File: src/rtl/RV32I_definitions.sv
// Shared RV32I fetch-path types and constants.
package RV32I_definitions;

  localparam logic [31:0] RV32I_NOP = 32'h00000013;

  typedef struct packed {
    logic [31:0] instr;
    logic [31:0] pc;
    logic        fault;
  } fetch_entry_t;

endpackage

File: src/rtl/fetch_fifo.sv
// Fetch-entry FIFO with synchronous clear; pointers wrap modulo BUF_DEPTH.
module fetch_fifo
  import RV32I_definitions::*;
#(
  parameter int unsigned BUF_DEPTH = 4,
  localparam int unsigned PTR_W = $clog2(BUF_DEPTH),
  localparam int unsigned CNT_W = $clog2(BUF_DEPTH + 1)
) (
  input  logic             Clk,
  input  logic             Reset,
  input  logic             push,
  input  logic             pop,
  input  logic             clear,
  input  fetch_entry_t     push_entry,
  output logic [CNT_W-1:0] count,
  output fetch_entry_t     head
);

  fetch_entry_t     mem [BUF_DEPTH];
  logic [PTR_W-1:0] rd_ptr;
  logic [PTR_W-1:0] wr_ptr;

  function automatic logic [PTR_W-1:0] ptr_inc(input logic [PTR_W-1:0] p);
    return (p == PTR_W'(BUF_DEPTH - 1)) ? '0 : p + PTR_W'(1);
  endfunction

  // Clear has priority over any simultaneous push or pop.
  always_ff @(posedge Clk or posedge Reset) begin
    if (Reset) begin
      rd_ptr <= '0;
      wr_ptr <= '0;
      count  <= '0;
    end else if (clear) begin
      rd_ptr <= '0;
      wr_ptr <= '0;
      count  <= '0;
    end else begin
      if (push) wr_ptr <= ptr_inc(wr_ptr);
      if (pop)  rd_ptr <= ptr_inc(rd_ptr);
      count <= count + CNT_W'(push) - CNT_W'(pop);
    end
  end

  always_ff @(posedge Clk) begin
    if (push && !clear) mem[wr_ptr] <= push_entry;
  end

  assign head = mem[rd_ptr];

endmodule

File: src/rtl/if_fetch_responder.sv
// Instruction-fetch responder: PC handshake, 1-cycle IMEM read, buffered delivery to ID.
// Optional macro FETCH_BOUNDS_CHECK_EN turns out-of-range fetches into faulting NOP entries.
module if_fetch_responder
  import RV32I_definitions::*;
#(
  parameter int unsigned IMEM_ADDR_WIDTH = 10,
  parameter int unsigned BUF_DEPTH       = 4
) (
  input  logic                       Clk,
  input  logic                       Reset,
  input  logic [31:0]                PC_In,
  input  logic                       PC_Valid,
  output logic                       PC_Ready,
  input  logic                       Flush,
  output logic                       IMEM_Rd_En,
  output logic [IMEM_ADDR_WIDTH-1:0] IMEM_Addr,
  input  logic [31:0]                IMEM_Data,
  output logic                       ID_Valid,
  input  logic                       ID_Ready,
  output logic [31:0]                ID_Instr,
  output logic [31:0]                ID_PC,
  output logic                       ID_Fetch_Fault
);

  localparam int unsigned CNT_W = $clog2(BUF_DEPTH + 1);
  localparam int unsigned OCC_W = CNT_W + 1;

  logic [CNT_W-1:0] fifo_count;
  logic [OCC_W-1:0] occ;
  fetch_entry_t     head;
  fetch_entry_t     push_entry;
  logic             inflight_valid;
  logic [31:0]      inflight_pc;
  logic             inflight_fault;
  logic             accept;
  logic             push;
  logic             pop;
  logic             pc_fault;

`ifdef FETCH_BOUNDS_CHECK_EN
  logic unused_pc_bits;
  assign pc_fault       = |PC_In[31:IMEM_ADDR_WIDTH+2];
  assign unused_pc_bits = ^PC_In[1:0];
`else
  logic unused_pc_bits;
  assign pc_fault       = 1'b0;
  assign unused_pc_bits = ^{PC_In[31:IMEM_ADDR_WIDTH+2], PC_In[1:0]};
`endif

  // Occupancy counts the in-flight read so every accepted fetch owns a FIFO slot.
  assign occ        = OCC_W'(fifo_count) + OCC_W'(inflight_valid);
  assign PC_Ready   = !Reset && !Flush && (occ < OCC_W'(BUF_DEPTH));
  assign accept     = PC_Valid && PC_Ready;
  assign IMEM_Rd_En = accept && !pc_fault;
  assign IMEM_Addr  = PC_In[IMEM_ADDR_WIDTH+1:2];

  always_ff @(posedge Clk or posedge Reset) begin
    if (Reset) begin
      inflight_valid <= 1'b0;
      inflight_pc    <= '0;
      inflight_fault <= 1'b0;
    end else begin
      inflight_valid <= accept;
      if (accept) begin
        inflight_pc    <= PC_In;
        inflight_fault <= pc_fault;
      end
    end
  end

  // A flush drops the read returning this cycle along with everything queued.
  assign push = inflight_valid && !Flush;
  assign pop  = ID_Valid && ID_Ready && !Flush;

  assign push_entry = '{instr: inflight_fault ? RV32I_NOP : IMEM_Data,
                        pc:    inflight_pc,
                        fault: inflight_fault};

  fetch_fifo #(
    .BUF_DEPTH(BUF_DEPTH)
  ) u_fetch_fifo (
    .Clk       (Clk),
    .Reset     (Reset),
    .push      (push),
    .pop       (pop),
    .clear     (Flush),
    .push_entry(push_entry),
    .count     (fifo_count),
    .head      (head)
  );

  assign ID_Valid       = (fifo_count != '0);
  assign ID_Instr       = ID_Valid ? head.instr : RV32I_NOP;
  assign ID_PC          = ID_Valid ? head.pc : 32'h0;
  assign ID_Fetch_Fault = ID_Valid && head.fault;

endmodule

File: config.mk
export PLATFORM = sky130hd
export DESIGN_NAME = if_fetch_responder
export DESIGN_NICKNAME = d
export VERILOG_FILES = /design/src/rtl/RV32I_definitions.sv /design/src/rtl/fetch_fifo.sv /design/src/rtl/if_fetch_responder.sv
export SDC_FILE = /design/constraint.sdc
export NUM_CORES = 1
export LEC_CHECK = 0
export BUFFER_PORTS_ARGS = -buffer_cell sky130_fd_sc_hd__clkbuf_2
export CAP_MARGIN = 5
export CORE_ASPECT_RATIO = 0.75
export CORE_UTILIZATION = 55
export DETAILED_ROUTE_END_ITERATION = 7
export HOLD_SLACK_MARGIN = 0.15
export PLACE_DENSITY = 0.78
export SLEW_MARGIN = 20
export SYNTH_ARGS = -nofsm -noshare
export SYNTH_HDL_FRONTEND = slang
export SYNTH_SLANG_ARGS = --single-unit
export TNS_END_PERCENT = 50
File: constraint.sdc
create_clock -name Clk -period 2.85 [get_ports Clk]
set_input_delay 0.57 -clock Clk [delete_from_list [all_inputs] [get_ports Clk]]
set_output_delay 0.57 -clock Clk [all_outputs]
set_load 0.05 [all_outputs]
=== Word-level counts from Yosys, hierarchy flattened ===
Memories as Yosys holds them, arrays and structs flattened.
Cells that the tools add are included.
Widths: inputs -> output; s select.

* Flip-flop bits (word level): 40
* Latch bits: 0
* Bits in writable memories: 256
* Bits in read-only memories: 0
* Input bits: 69
* Output and inout bits: 78
* Memories kept: 1

* $add $sub $neg: 5
* $mul: 0
* Div/mod/pow operators: 0
* $lt $le $gt $ge: 1
* Equal/unequal tests: 2
* Shift-type cells: 0
* Muxes and demuxes: 11
* Bitwise logic cells: 0
* Reductions and logical operators: 13

{| class="wikitable"
|+ Memory list
! name !! words !! bits a word !! read ports !! clocked after memory_dff !! wr ports !! line !! RTL
|-
| u_fetch_fifo.mem || 4 || 64 || 1 || 0 || 1 || fetch_fifo.sv:19 || <nowiki>fetch_entry_t mem [BUF_DEPTH];</nowiki>
|}

{| class="wikitable"
|+ Operators with widths
! cell !! count
|-
| $mux 32 || 2
|-
| $mux 2 || 6
|-
| $logic_and 1x1->1 || 7
|-
| $add 2x1->2 const B || 2
|-
| $add 3x1->4 || 1
|-
| $eq 2x2->1 const B || 2
|-
| $lt 4x3->1 const B || 1
|-
| $reduce_bool 2->1 || 2
|-
| $add 3x1->3 || 1
|-
| $mux 3 || 1
|-
| $reduce_bool 3->1 || 1
|-
| $sub 3x1->3 || 1
|-
| $logic_not 1->1 || 2
|-
| $mux 1 || 2
|-
| $logic_and 1x1->1 const B || 1
|}

=== Logic depth before layout (Yosys ltp) ===
* Depth after elaboration: 5
* Gate-level depth with buffers: 9
* Mapped depth without buffers: 9

=== Modules after synthesis ===
Synthesis repeated with hierarchy kept, for this count alone.

* Cells, all modules: 539
* Area, all modules: 11798.8 µm²

{| class="wikitable"
|+ Modules (own cells, without submodules)
! module !! times used !! cells each !! area each (µm²) !! sequential area each (µm²)
|-
| fetch_fifo || 1 || 379 || 9828.2 || 7982.7
|-
| if_fetch_responder || 1 || 160 || 1970.6 || 825.8
|}

=== Worst setup path before layout ===
OpenSTA, ideal clock, no wires.

* Path type: in2reg
* Start point: in Flush
* End point: mem u_fetch_fifo.mem[0][0] (netlist name), enable pin
* Library setup time: 0.429 ns
* Data arrival time: 2.462 ns
* Slack: -0.041 ns
* Stages on the path: 3
* Path buffers: 1
* Path through: buf_2 -> nor2_1 -> and2_1

* Cells in the longest elaborated chain, start to end: 5

{| class="wikitable"
|+ Ends and longest elaborated chain
! what !! line !! RTL
|-
| from (decl) || if_fetch_responder.sv:14 || <nowiki>input logic Flush,</nowiki>
|-
| $logic_not 1->1 (*) || fetch_fifo.sv:45, if_fetch_responder.sv:72 ||
|-
| $logic_and 1x1->1 || if_fetch_responder.sv:72 || <nowiki>assign push = inflight_valid && !Flush;</nowiki>
|-
| $logic_and 1x1->1 (*) || fetch_fifo.sv:45 || <nowiki>if (push && !clear) mem[wr_ptr] <= push_entry;</nowiki>
|-
| $mux 1 (*) || fetch_fifo.sv:45 ||
|-
| $mux 1 (not written as such) (*) || fetch_fifo.sv:45 ||
|-
| to (decl) || fetch_fifo.sv:19 ||
|}

Every way passes the cells marked *; elsewhere a longest branch is shown, timed or not.

=== Worst setup path after layout ===
* Start point: reg u_fetch_fifo.rd_ptr[0]
* End point: out ID_Instr[4]

* Cells in the longest elaborated chain, start to end: 2

{| class="wikitable"
|+ Ends and longest elaborated chain
! what !! line !! RTL
|-
| from (decl) || fetch_fifo.sv:20 || <nowiki>logic [PTR_W-1:0] rd_ptr;</nowiki>
|-
| from (signal assigned) || fetch_fifo.sv:39 || <nowiki>if (pop) rd_ptr <= ptr_inc(rd_ptr);</nowiki>
|-
| $mem_v2 4x64 || n/a ||
|-
| $mux 32 || if_fetch_responder.sv:93 || <nowiki>assign ID_Instr = ID_Valid ? head.instr : RV32I_NOP;</nowiki>
|-
| to (decl) || if_fetch_responder.sv:20 || <nowiki>output logic [31:0] ID_Instr,</nowiki>
|}

Every way passes these cells.

==> impl_metrics.yaml <==
timing:
  clock.fmax_mhz: 352
  post-route-min-period_ps: 2840
  hold_viol: 0
  drv_slew: 0
  worst_slew_pin_slew_ps: 700
  setup_viol: 0
  rsz0062_at_grt: "true"
  period_share_pct: 99.5
  finalClockSkew_ps: 13.0
  slew_headroom_pct: 53.3
floorplan:
  die_area_mm2: 0.0216
  die_h_um: 128
  coreArea_mm2: 0.0204
  fp-row-count: 45
  start_util_pct: 56.6
  ios: 147
  die_x_um: 169
layout:
  finalNonFillerCells: 1005
  drive_above_1_share_pct: 44.5
  multi_input_comb_area_mm2: 0.00263
  fill_cells: 1329
  nets: 781
  diodes: 0
  regArea_mm2: 0.00870
  syn2layout_area_growth_pct: 18.6
logic_synthesis:
  syn-cell-area_mm2: 0.0116
  synth_fp_nets: 616
  syn_avg_cell_area_um2: 21.5
  ys_ff_latch: 296
  ys_warn_count: 0
  synth_seq_area_share_pct: 75.1
  synth.distinct_cells: 30
  synth_cells: 538
routing:
  wire_per_inst_um: 21.8
  post-route-drc-count: 0
  firstDrtPassIters: 4
  dr_total_vias: 5610
  avgViaCountPerCell: 5.58
  drt_iter0_drc: 592
  postRouteWirelength_um: 21900
  ant_nets: 0
pwr:
  pwr-share-seq_pct: 43.8
  irDropWorstVdd_uv: 626
  p_total_mw: 12.5
  clock_power_share_pct: 29.5
  switching_share_pct: 31.1
  switchingPower_mw: 3.88
  p_int_mw: 8.60
  static-leakage-power_nw: 5.03
  combPwrFrac_pct: 26.6
  pwr_density_cell_mw_per_mm2: 909
clocking:
  cts_tree: "built"
  clock_path_buffers: 3
  htreeDepth: 1
  clk_pin_slew_ps: 70
  clock_latency_ps: 520
  cts_sinks: 296
  cts-root-buf: "clkbuf_16"
  cts_made_buffers: 27
global_route:
  grt_pass1_vias: 5826
  grt_max_degree: 63
  grt_usage_pct: 21.0
  grt_pass1_wl_um: 33500
  grt_overflow_total: 0
  antenna_found_initial: 2
worst_setup_path:
  r2r-start: "u_fetch_fifo.count[1]$_DFF_PP0_"
  startpoint: "u_fetch_fifo.rd_ptr[0]$_DFFE_PP0P_"
  critical_path_class: "reg -> out"
  arrival_ps: 2270
  cp_max_fo: 7
  critPathRequiredTime_ps: 2280
  cp-start-kind: "flip-flop"
  end_kind: "output port"
status:
  status: "finished, final reports clean"
placed_design:
  dpl.cell_count: 949
  gp_congestion: 0.736
  portBuffers: 145
  hpwl_um: 13200
hold_path:
  min_from: "IMEM_Data[5]"
  holdCritPathClass: "in -> reg"
flow_run:
  maxCapViolCount: 0
-- synth_stat cells --
| master | number | area share, % |
|---|---|---|
| o31ai_1 | 1 | 0.065 |
| nor3_1 | 1 | 0.043 |
| o2111ai_4 | 1 | 0.23 |
| and2_1 | 65 | 3.5 |
| nor3b_1 | 1 | 0.065 |
| and4_4 | 1 | 0.097 |
| inv_1 | 9 | 0.29 |
| xnor2_1 | 1 | 0.076 |
| clkbuf_1 | 8 | 0.26 |
| ha_1 | 8 | 0.87 |
| mux2i_1 | 2 | 0.17 |
| nor2b_1 | 1 | 0.054 |
| edfxtp_1 | 256 | 66 |
| buf_2 | 8 | 0.35 |
| or3_1 | 1 | 0.054 |
| or2_2 | 3 | 0.16 |
| conb_1 | 1 | 0.032 |
| buf_6 | 3 | 0.29 |
| a31oi_1 | 1 | 0.054 |
| nor2_1 | 8 | 0.26 |
| fa_1 | 1 | 0.17 |
| o211a_1 | 1 | 0.087 |
| mux4_2 | 64 | 12 |
| mux2_4 | 29 | 3.8 |
| nand2_1 | 1 | 0.032 |
| dfrtp_1 | 40 | 8.7 |
| mux2_2 | 3 | 0.29 |
| nand3_1 | 1 | 0.043 |
| a21oi_1 | 2 | 0.087 |
| buf_4 | 16 | 1.0 |
-- critical path, stage by stage (launching register included) --
cell and delay [ps]:
dfrtp_4 510, buf_4 230, mux4_2 500, or2_2 290, clkbuf_4 210
-- metrics by stage --
step / util [%] / cell area (um2) / hold slack [ps] / setup WS [ps] / TNS [ps]
finish: 67.1 / 13700 / 266 / 13.1 / 0
global route: 67.1 / 13700 / 259 / -43.8 / -153
CTS: 67.1 / 13700 / 249 / -15.8 / -37.1
detailed placement: 62.2 / 12700 / 502 / 399 / 0
global placement: 62.2 / 12700 / 489 / 400 / 0
floorplan: - / 11600 / 471 / -40.5 / -5180
-- path summary, 6_finish.rpt --
| kind | slack, ps | depth (start not counted) | end |
|---|---|---|---|
| min in group asynchronous | 630 | 3 | u_fetch_fifo.count[0]$_DFF_PP0_ |
| setup reg to reg | 510 | 9 | u_fetch_fifo.count[2]$_DFF_PP0_ |
| hold / removal | 270 | 1 | u_fetch_fifo.mem[2][37]$_DFFE_PP_ |
| max in group asynchronous | 1620 | 4 | inflight_pc[2]$_DFFE_PP0P_ |
| setup / recovery | 10 | 4 | ID_Instr[4] |
| hold reg to reg | 520 | 0 | u_fetch_fifo.mem[3][22]$_DFFE_PP_ |
-- cells by family after synthesis --
family	share of synthesized area [%]
DFF	75.1
muxes	16.7
and+or+nand+nor	4.33
buffers and inverters	2.23
adders and majority gates	1.04
AOI/OAI and AO/OA	0.519
other	0.0324
xor gates and xnor gates	0.0757
-- cell usage in the layout, fill, tap and decap left out, drive strengths merged, types with 2 or more instances in the layout --
| cell | Yosys | final |
|---|---|---|
| ha | 8 | 8 |
| mux4 | 64 | 64 |
| nor2 | 8 | 8 |
| mux2 | 32 | 32 |
| and2 | 65 | 65 |
| edfxtp | 256 | 256 |
| a21oi | 2 | 2 |
| dfrtp | 40 | 40 |
| inv | 9 | 8 |
| bufinv | 0 | 4 |
| or2 | 3 | 3 |
| clkinv | 0 | 6 |
| clkbuf | 8 | 171 |
| mux2i | 2 | 2 |
| buf | 27 | 38 |
-- per-layer routing --
layer | GRT usage, % | vias to the layer above | share of wire, %
met3 | 4.21 | 30 | 7.3
met5 | 0 | - | 0.059
met4 | 4.66 | 2 | 2.0
met2 | 33.5 | 207 | 47
met1 | 30.5 | 2923 | 43
li1 | - | 2448 | -
-- power by group through the flow --
stage / sequential [mW] / clock (mW) / combinational [mW]
6_report: 5.47 / 3.68 / 3.32
5_1_grt: 5.51 / 3.92 / 3.52
4_1_cts: 5.47 / 3.74 / 3.36
3_5_place_dp: 5.58 / 0 / 3.25
3_3_place_gp: 5.53 / 0 / 3.20
2_1_floorplan: 5.44 / 0 / 2.57
-- timing repair --
item | in CTS | in global routing
endpoints found under the hold margin | 17 | 0
setup endpoints to repair | 65 | 21
hold buffers | 1 | 0
gates resized for setup | 7 | 13
setup buffers | 5 | 1
-- sequential cells by signal, summed over array words and instances (netlist names) --
name	flops
u_fetch_fifo.mem	256
inflight_valid	1
inflight_pc	32
u_fetch_fifo.count	3
u_fetch_fifo.rd_ptr	2
u_fetch_fifo.wr_ptr	2
-- final cells by class --
| class | instances | share of cell area (%) |
|---|---|---|
| clock buffer | 39 | 5.76 |
| clock inverter | 10 | 0.921 |
| inverter | 9 | 0.347 |
| multi-input combinational | 198 | 19.2 |
| sequential | 296 | 63.4 |
| tap | 282 | 2.57 |
| timing repair buffer | 171 | 7.82 |
Power figures use the tool's default switching activity.
